File: config.mk
export PLATFORM = sky130hd
export DESIGN_NAME = mtm_alu_deserializer
export DESIGN_NICKNAME = d
export VERILOG_FILES = /design/src/rtl/mtm_alu_pkg.sv /design/src/rtl/mtm_alu_packet_rx.sv /design/src/rtl/mtm_alu_deserializer.sv
export SDC_FILE = /design/constraint.sdc
export NUM_CORES = 1
export LEC_CHECK = 0
export ABC_AREA = 1
export BUFFER_PORTS_ARGS = -buffer_cell sky130_fd_sc_hd__buf_2
export CAP_MARGIN = 20
export CELL_PAD_IN_SITES_DETAIL_PLACEMENT = 1
export CELL_PAD_IN_SITES_GLOBAL_PLACEMENT = 1
export CORE_MARGIN = 2
export CORE_UTILIZATION = 43
export DETAILED_ROUTE_END_ITERATION = 10
export PLACE_DENSITY_LB_ADDON = 0.1
export SETUP_SLACK_MARGIN = 0.2
export SYNTH_ARGS = -nofsm -noshare
export SYNTH_HDL_FRONTEND = slang
export SYNTH_SLANG_ARGS = --single-unit
export TNS_END_PERCENT = 1
File: constraint.sdc
create_clock -name clk -period 1.93 [get_ports clk]
set_input_delay 0.0965 -clock clk [delete_from_list [all_inputs] [get_ports clk]]
set_output_delay 0.0965 -clock clk [all_outputs]
set_load 0.02 [all_outputs]
File: src/rtl/mtm_alu_pkg.sv
// mtm_alu_pkg: shared types, constants and CRC-4 step for the mtm_Alu serial link
package mtm_alu_pkg;
    localparam int DATA_PKTS = 8;
    localparam int PKT_W = 11;
    typedef enum logic [2:0] {OP_AND = 3'b000, OP_OR = 3'b001, OP_ADD = 3'b100, OP_SUB = 3'b101} operation_t;
    typedef bit [PKT_W-1:0] packet_t;
    typedef enum logic [2:0] {ERR_NONE = 3'b000, ERR_OP = 3'b001, ERR_CRC = 3'b010, ERR_DATA = 3'b100} err_t;
    localparam logic PKT_DATA = 1'b0;
    localparam logic PKT_CMD = 1'b1;

    // One MSB-first step of CRC-4, polynomial x^4+x+1
    function automatic logic [3:0] crc4_next(input logic [3:0] crc, input logic b);
        logic fb;
        fb = crc[3] ^ b;
        return {crc[2], crc[1], crc[0] ^ fb, fb};
    endfunction

    function automatic logic op_ok(input logic [2:0] op);
        return op inside {OP_AND, OP_OR, OP_ADD, OP_SUB};
    endfunction
endpackage

File: src/rtl/mtm_alu_packet_rx.sv
// mtm_alu_packet_rx: bit-level receiver turning the sin line into 11-bit packets
module mtm_alu_packet_rx
    import mtm_alu_pkg::*;
(
    input  logic       clk,
    input  logic       rst,
    input  logic       i_sin,
    output logic       o_pkt_valid,
    output logic       o_pkt_type,
    output logic [7:0] o_pkt_payload,
    output logic       o_pkt_frame_err
);
    typedef enum logic [1:0] {IDLE, SHIFT, PKT_END} state_t;

    state_t     r_state;
    logic [3:0] r_bit_cnt;
    logic [9:0] r_shift;

    always_ff @(posedge clk) begin
        if (rst) begin
            r_state         <= IDLE;
            r_bit_cnt       <= '0;
            r_shift         <= '0;
            o_pkt_valid     <= 1'b0;
            o_pkt_type      <= 1'b0;
            o_pkt_payload   <= '0;
            o_pkt_frame_err <= 1'b0;
        end else begin
            o_pkt_valid <= 1'b0;
            case (r_state)
                IDLE: begin
                    if (!i_sin) begin
                        r_state   <= SHIFT;
                        r_bit_cnt <= 4'(PKT_W - 2);
                    end
                end
                SHIFT: begin
                    r_shift   <= {r_shift[8:0], i_sin};
                    r_bit_cnt <= r_bit_cnt - 4'd1;
                    if (r_bit_cnt == 4'd0) r_state <= PKT_END;
                end
                PKT_END: begin
                    o_pkt_valid     <= 1'b1;
                    o_pkt_type      <= r_shift[9];
                    o_pkt_payload   <= r_shift[8:1];
                    o_pkt_frame_err <= !r_shift[0];
                    // The sample taken here may already be the next start bit
                    r_state         <= i_sin ? IDLE : SHIFT;
                    r_bit_cnt       <= 4'(PKT_W - 2);
                end
                default: r_state <= IDLE;
            endcase
        end
    end
endmodule

File: src/rtl/mtm_alu_deserializer.sv
// mtm_alu_deserializer: assembles DATA/CMD packets into {A, B, op} or an error code
// with a valid/ready output register that drops new results while one is pending.
module mtm_alu_deserializer
    import mtm_alu_pkg::*;
(
    input  logic        clk,
    input  logic        rst,
    input  logic        sin,
    output logic        out_valid,
    input  logic        out_ready,
    output logic [31:0] out_A,
    output logic [31:0] out_B,
    output logic [2:0]  out_op,
    output logic [2:0]  out_err,
    output logic        overflow
);
    logic        w_pkt_valid;
    logic        w_pkt_type;
    logic        w_frame_err;
    logic [7:0]  w_payload;
    logic [3:0]  w_crc_data;
    logic [3:0]  w_crc_cmd;
    logic        w_done;
    logic        w_ok;
    logic [2:0]  w_err;
    logic [3:0]  r_data_cnt;
    logic        r_err_data;
    logic [3:0]  r_crc;
    logic [63:0] r_ops;

    mtm_alu_packet_rx u_rx (
        .clk             (clk),
        .rst             (rst),
        .i_sin           (sin),
        .o_pkt_valid     (w_pkt_valid),
        .o_pkt_type      (w_pkt_type),
        .o_pkt_payload   (w_payload),
        .o_pkt_frame_err (w_frame_err)
    );

    always_comb begin
        w_crc_data = r_crc;
        for (int i = 7; i >= 0; i--) w_crc_data = crc4_next(w_crc_data, w_payload[i]);
        w_crc_cmd = crc4_next(r_crc, 1'b1);
        for (int i = 6; i >= 4; i--) w_crc_cmd = crc4_next(w_crc_cmd, w_payload[i]);
    end

    assign w_done = w_pkt_valid && (w_frame_err || w_pkt_type == PKT_CMD);
    assign w_err  = (w_frame_err || r_err_data || r_data_cnt != 4'(DATA_PKTS)) ? ERR_DATA :
                    (w_crc_cmd != w_payload[3:0])                            ? ERR_CRC  :
                    !op_ok(w_payload[6:4])                                   ? ERR_OP   : ERR_NONE;
    assign w_ok   = (w_err == ERR_NONE);

    always_ff @(posedge clk) begin
        if (rst || w_done) begin
            r_data_cnt <= '0;
            r_err_data <= 1'b0;
            r_crc      <= '0;
            r_ops      <= '0;
        end else if (w_pkt_valid) begin
            r_ops      <= {r_ops[55:0], w_payload};
            r_crc      <= w_crc_data;
            r_data_cnt <= (r_data_cnt == 4'(DATA_PKTS + 1)) ? r_data_cnt : r_data_cnt + 4'd1;
            r_err_data <= r_err_data || (r_data_cnt == 4'(DATA_PKTS));
        end
    end

    always_ff @(posedge clk) begin
        if (rst) begin
            out_valid <= 1'b0;
            out_A     <= '0;
            out_B     <= '0;
            out_op    <= '0;
            out_err   <= '0;
            overflow  <= 1'b0;
        end else begin
            overflow <= 1'b0;
            if (out_valid && out_ready) out_valid <= 1'b0;
            if (w_done) begin
                if (out_valid && !out_ready) begin
                    overflow <= 1'b1;
                end else begin
                    out_valid <= 1'b1;
                    out_err   <= w_err;
                    out_B     <= w_ok ? r_ops[63:32] : 32'd0;
                    out_A     <= w_ok ? r_ops[31:0] : 32'd0;
                    out_op    <= w_ok ? w_payload[6:4] : 3'b000;
                end
            end
        end
    end
endmodule

# ---- Word-level counts from Yosys, hierarchy flattened
# Index checks and enable logic that the tools add are counted.
dict set report word_totals {
  reg_bits 172
  latch_bits 0
  ram_bits 0
  rom_bits 0
  in_bits 4
  output_inout_bits 72
  elab_cells 92
  memories 0
}
dict set report classes {
  addsub 2
  n_mul 0
  div_mod_pow 0
  n_lt_le_gt_ge 0
  eq_ne 11
  shifts 0
  muxes 17
  bitwise 24
  n_reduce_logical 21
}
# operator n
set op_table {}
lappend op_table {{$mux W32} 2}
lappend op_table {{$xor A1 B1 Y1} 20}
lappend op_table {{$pmux W4 S3} 1}
lappend op_table {{$eq A4 B4 Y1 const B} 2}
lappend op_table {{$reduce_and A2 Y1} 4}
lappend op_table {{$mux W1} 7}
lappend op_table {{$eq A3 B3 Y1 const B} 2}
lappend op_table {{$logic_not A3 Y1} 2}
lappend op_table {{$mux W2} 3}
lappend op_table {{$mux W3} 2}
lappend op_table {{$pmux W2 S3} 1}
lappend op_table {{$logic_or A1 B1 Y1} 5}
lappend op_table {{$add A4 B1 Y4 const B} 1}
lappend op_table {{$logic_not A4 Y1} 1}
lappend op_table {{$mux W4} 1}
lappend op_table {{$ne A4 B4 Y1} 1}
lappend op_table {{$ne A4 B4 Y1 const B} 1}
lappend op_table {{$not A1 Y1} 4}
lappend op_table {{$reduce_bool A4 Y1} 1}
lappend op_table {{$sub A4 B1 Y4 const B} 1}
lappend op_table {{$eq A3 B1 Y1 const B} 1}
lappend op_table {{$logic_and A1 B1 Y1} 3}
lappend op_table {{$reduce_bool A3 Y1} 1}
lappend op_table {{$eq A2 B1 Y1 const B} 1}
lappend op_table {{other kinds (6)} 7}

# ---- Longest topological paths before layout
dict set report depth {
  depth_word 9
  ltp_mapped 13
  mapped_depth_nobuf 12
}

# ---- Cells and area by module
# From an unflattened synthesis, not the netlist that was laid out.
dict set report unflattened {
  cells_unflattened 904
  area_unflattened_um2 6885.4
}
# mod n_inst cells_per_inst area_each_um2 seq_area_each_um2
set by_module_without_submodules {}
lappend by_module_without_submodules {mtm_alu_deserializer 1 771 5853.1 2902.8}
lappend by_module_without_submodules {mtm_alu_packet_rx 1 133 1032.2 540.5}

# ---- Least setup slack after synthesis
# No wires, ideal clock.
dict set report synth_timing {
  kind {flip-flop to flip-flop}
  startpoint {register r_data_cnt[0]}
  endpoint {register out_A[12]}
  setup_ns 0.070
  arrival_ns 1.457
  t_required_ns 1.860
  path_slack_ns 0.403
  stages_incl_launch_ff 10
  path_buffers 2
  period_less_slack_ns 1.527
  path_cell_list {dfxtp_1 -> inv_1 -> ha_1 -> and3_1 -> nand2_1 -> nor2_1 -> buf_2 -> buf_2 -> nand4_1 -> a21oi_1}
}
dict set report synth_via {
  elab_chain_len 5
}
# element line
set synth_lines {}
lappend synth_lines {{from (decl)} mtm_alu_deserializer.sv:26} ;# logic [3:0] r_data_cnt;
lappend synth_lines {{from (signal assigned)} mtm_alu_deserializer.sv:63} ;# r_data_cnt <= (r_data_cnt == 4'(DATA_PKTS + 1)) ? r_data_cnt : r_data_cnt + 4'd1;
lappend synth_lines {{$ne A4 B4 Y1} mtm_alu_deserializer.sv:49} ;# assign w_err = (w_frame_err || r_err_data || r_data_cnt != 4'(DATA_PKTS)) ? ERR_DATA :
lappend synth_lines {{$logic_or A1 B1 Y1} mtm_alu_deserializer.sv:49}
lappend synth_lines {{$mux W3} mtm_alu_deserializer.sv:49}
lappend synth_lines {{$logic_not A3 Y1} mtm_alu_deserializer.sv:52} ;# assign w_ok = (w_err == ERR_NONE);
lappend synth_lines {{$mux W32} mtm_alu_deserializer.sv:86} ;# out_A <= w_ok ? r_ops[31:0] : 32'd0;
lappend synth_lines {{to (signal assigned)} mtm_alu_deserializer.sv:86}
lappend synth_lines {{to (decl)} mtm_alu_deserializer.sv:11} ;# output logic [31:0] out_A,
# Every way passes these cells.
# A chain may end at the register's enable or synchronous reset.

# ---- Final worst setup path
dict set report layout_timing {
  startpoint {register r_data_cnt[0]}
  endpoint {register out_A[17]}
}
# The elaborated chain is that of the path after synthesis.

==> results.cfg <==
[setup_path]
end_kind = register
worstReg2RegEnd = out_A[17]
required_ns = 2.29
crit_type = reg -> reg
r2r_slack_ns = 0.26
cp_max_fo = 33
r2r-start = r_data_cnt[0]
reg2regPathDepth = 8
start_kind = register
startpoint = r_data_cnt[0]
cp.arrival_ns = 2.03

[cells_and_area]
syn2layout_area_growth_pct = 19.7
layout_commonest_cell = nand2_1
multi_input_area_um2 = 2890
diodes = 0
layout_common_cells = nand2_1, dfxtp_1, a21oi_1
post-route-util = 0.526
fin_cells = 1108
fin_nets = 916
drive_above_1_share = 0.193
register_area_um2 = 3470
fill_cells = 1840

[die]
core_um2 = 15200
die-area_um2 = 16500
fp.dieH_um = 129
io_pins = 76
initial_utilization = 0.439
row_count = 45
die_width_um = 129

[sta]
grt_setup_unrepaired = true
skew_ns = 0.00839
hold_viol = 0
drv_slew = 0
relSlewSlack = 0.536
setup_viol = 0
fin_crit_ns = 1.67
period_share = 0.863
max_freq_mhz = 600
tightestPinTransition_ns = 0.696
holdWs_ns = 0.433
setup_ws_ns = 0.264
tns_ns = 0

[clock_network]
htree_num_levels = 4
cts.sinks = 172
clock_latency_ns = 0.43
cts_tree = done
clock-root-buffer = clkbuf_16
cts.path.max_buffers = 2
numCtsBuffers = 17
post_cts.repair.setup_buffers = 0
clk_pin_slew_worst_paths_ns = 0.06

[global_route]
gr-total-overflow = 0
grt_use_total = 0.236
grt_pass1_vias = 6107
grt_first_pass_wirelength_um = 31200
grt_max_degree = 71
antenna_found_initial = 0

[route]
vias = 6174
post_drt_via_cell_ratio = 5.57
ant_nets = 0
wl_per_cell_um = 17.1
wl_um = 18900
drtIter0Drc = 394
dr.pass1.iters = 4
drc_errors = 0

[run]
timing.max_cap.violations = 0

[power]
switchingPower_mw = 1.76
ir_worst_vdd_v = 0.000599
pwr-share-seq = 0.488
power.density_nw_per_um2 = 933
p_clk_frac = 0.447
switching_share = 0.236
leakage_nw = 3.05
combPwrFrac = 0.065
internal_power_mw = 5.70

[logic_synthesis]
synthesis.nets = 870
synth_edf_count = 0
synthArstFlopShare = 0
yosysTopAreaCell = dfxtp_1
ys_seq_area_frac = 0.515
netlist_area_um2 = 6680
syn_area_per_cell_um2 = 7.76
syn_inst = 861
synthTopCellsByArea = dfxtp_1, a21oi_1, nand2_1
ys_seq_elements = 172
synth.distinct_cells = 24
ys.warnings.count = 0
synth_top_area_frac = 0.515
synth_flop_cell = dfxtp_1

[min_path]
worstHoldStart = u_rx.r_shift[0]
hold_depth = 1
min_path_type = reg -> reg
holdPathEnd = u_rx.o_pkt_frame_err

[outcome]
status = complete, no violations

[place]
dp_cells = 1072
hpwl_um = 12200
routabilityCongestion = 0.871
port_buffers = 75
detailedPlace.worstSlack_ns = 0.0773
## final cells by class
cell class / count / share of cell area
Sequential cell: 172 / 0.434
Multi-Input combinational cell: 579 / 0.362
Timing Repair Buffer: 98 / 0.0845
Clock buffer: 28 / 0.0646
Tap cell: 188 / 0.0294
Inverter: 39 / 0.0194
Clock inverter: 4 / 0.00673
## power by group through the flow
| stage | combinational, mW | sequential [mW] | clock (mW) |
|---|---|---|---|
| floorplan | 0.320 | 3.71 | 0 |
| global placement | 0.434 | 3.72 | 0 |
| detailed placement | 0.454 | 3.72 | 0 |
| CTS | 0.463 | 3.64 | 3.39 |
| global route | 0.540 | 3.65 | 3.54 |
| finish | 0.484 | 3.64 | 3.33 |
## cell families (layout without fill, tap and decap cells)
logic type / Yosys count / count (layout) / synth area share
and+or+nand+nor: 320 / 320 / 0.213
AOI/OAI and AO/OA: 251 / 251 / 0.188
DFF: 172 / 172 / 0.515
buffers and inverters: 110 / 169 / 0.0697
adders and majority gates: 5 / 5 / 0.00937
xor gates and xnor gates: 3 / 3 / 0.00393
## worst max-delay path, cell delays in order, from the launching register on
cell and delay (ns):
dfxtp_2 0.35, inv_2 0.07, ha_1 0.15, and3_4 0.19, nand2_2 0.07, nor2_4 0.17, buf_12 0.23, nand4_1 0.19
a21oi_1 0.16
## flip-flops by register name, summed over array words and instances (netlist names), 2 cells and up
name / count
out_A: 32
out_B: 32
out_err: 3
out_op: 3
r_crc: 4
r_data_cnt: 4
r_ops: 64
u_rx.o_pkt_payload: 8
u_rx.r_bit_cnt: 4
u_rx.r_shift: 10
u_rx.r_state: 2
## per-layer routing
layer	vias to the layer above	share of wire	routed length, um	global-route usage
li1	3018	-	-	-
met3	24	0.037	706	0.0366
met5	-	0	0	0
met4	0	0.015	276	0.0793
met2	123	0.47	8890	0.384
met1	3009	0.48	9070	0.321
## Yosys cell counts, drive strengths merged (4+ instances only)
cell type  number
nand2         188
dfxtp         172
inv            39
ha              5
nor2           40
o21ai          96
nand3          18
buf            27
a21oi         154
nor3            4
nand4          68
clkbuf         44
## through the flow
step | power, mW | cell area, um2
2_1_floorplan | 4.03 | 6680
3_3_place_gp | 4.15 | 7210
3_5_place_dp | 4.18 | 7210
4_1_cts | 7.50 | 7850
5_1_grt | 7.73 | 8000
6_report | 7.46 | 8000
## worst max path at each step
| stage | to | slack, ns | cells after the start |
|---|---|---|---|
| 5_1_grt | out_A[17] | 0.13 | 8 |
| 2_1_floorplan | out_A[12] | 0.40 | 9 |
| 6_report | out_A[17] | 0.26 | 8 |
| 4_1_cts | out_B[30] | 0.13 | 8 |
| 3_5_place_dp | out_A[17] | 0.08 | 11 |
| 3_3_place_gp | out_A[17] | 0.20 | 11 |
## timing repair
action                     CTS  global route
pin swaps                    0            35
resized for setup            2            57
hold endpoints to repair     8             0
hold buffers                 3             0
gates cloned                 1             0
setup endpoints to repair   65           134
No activity file was read; power rests on OpenSTA's default activity.
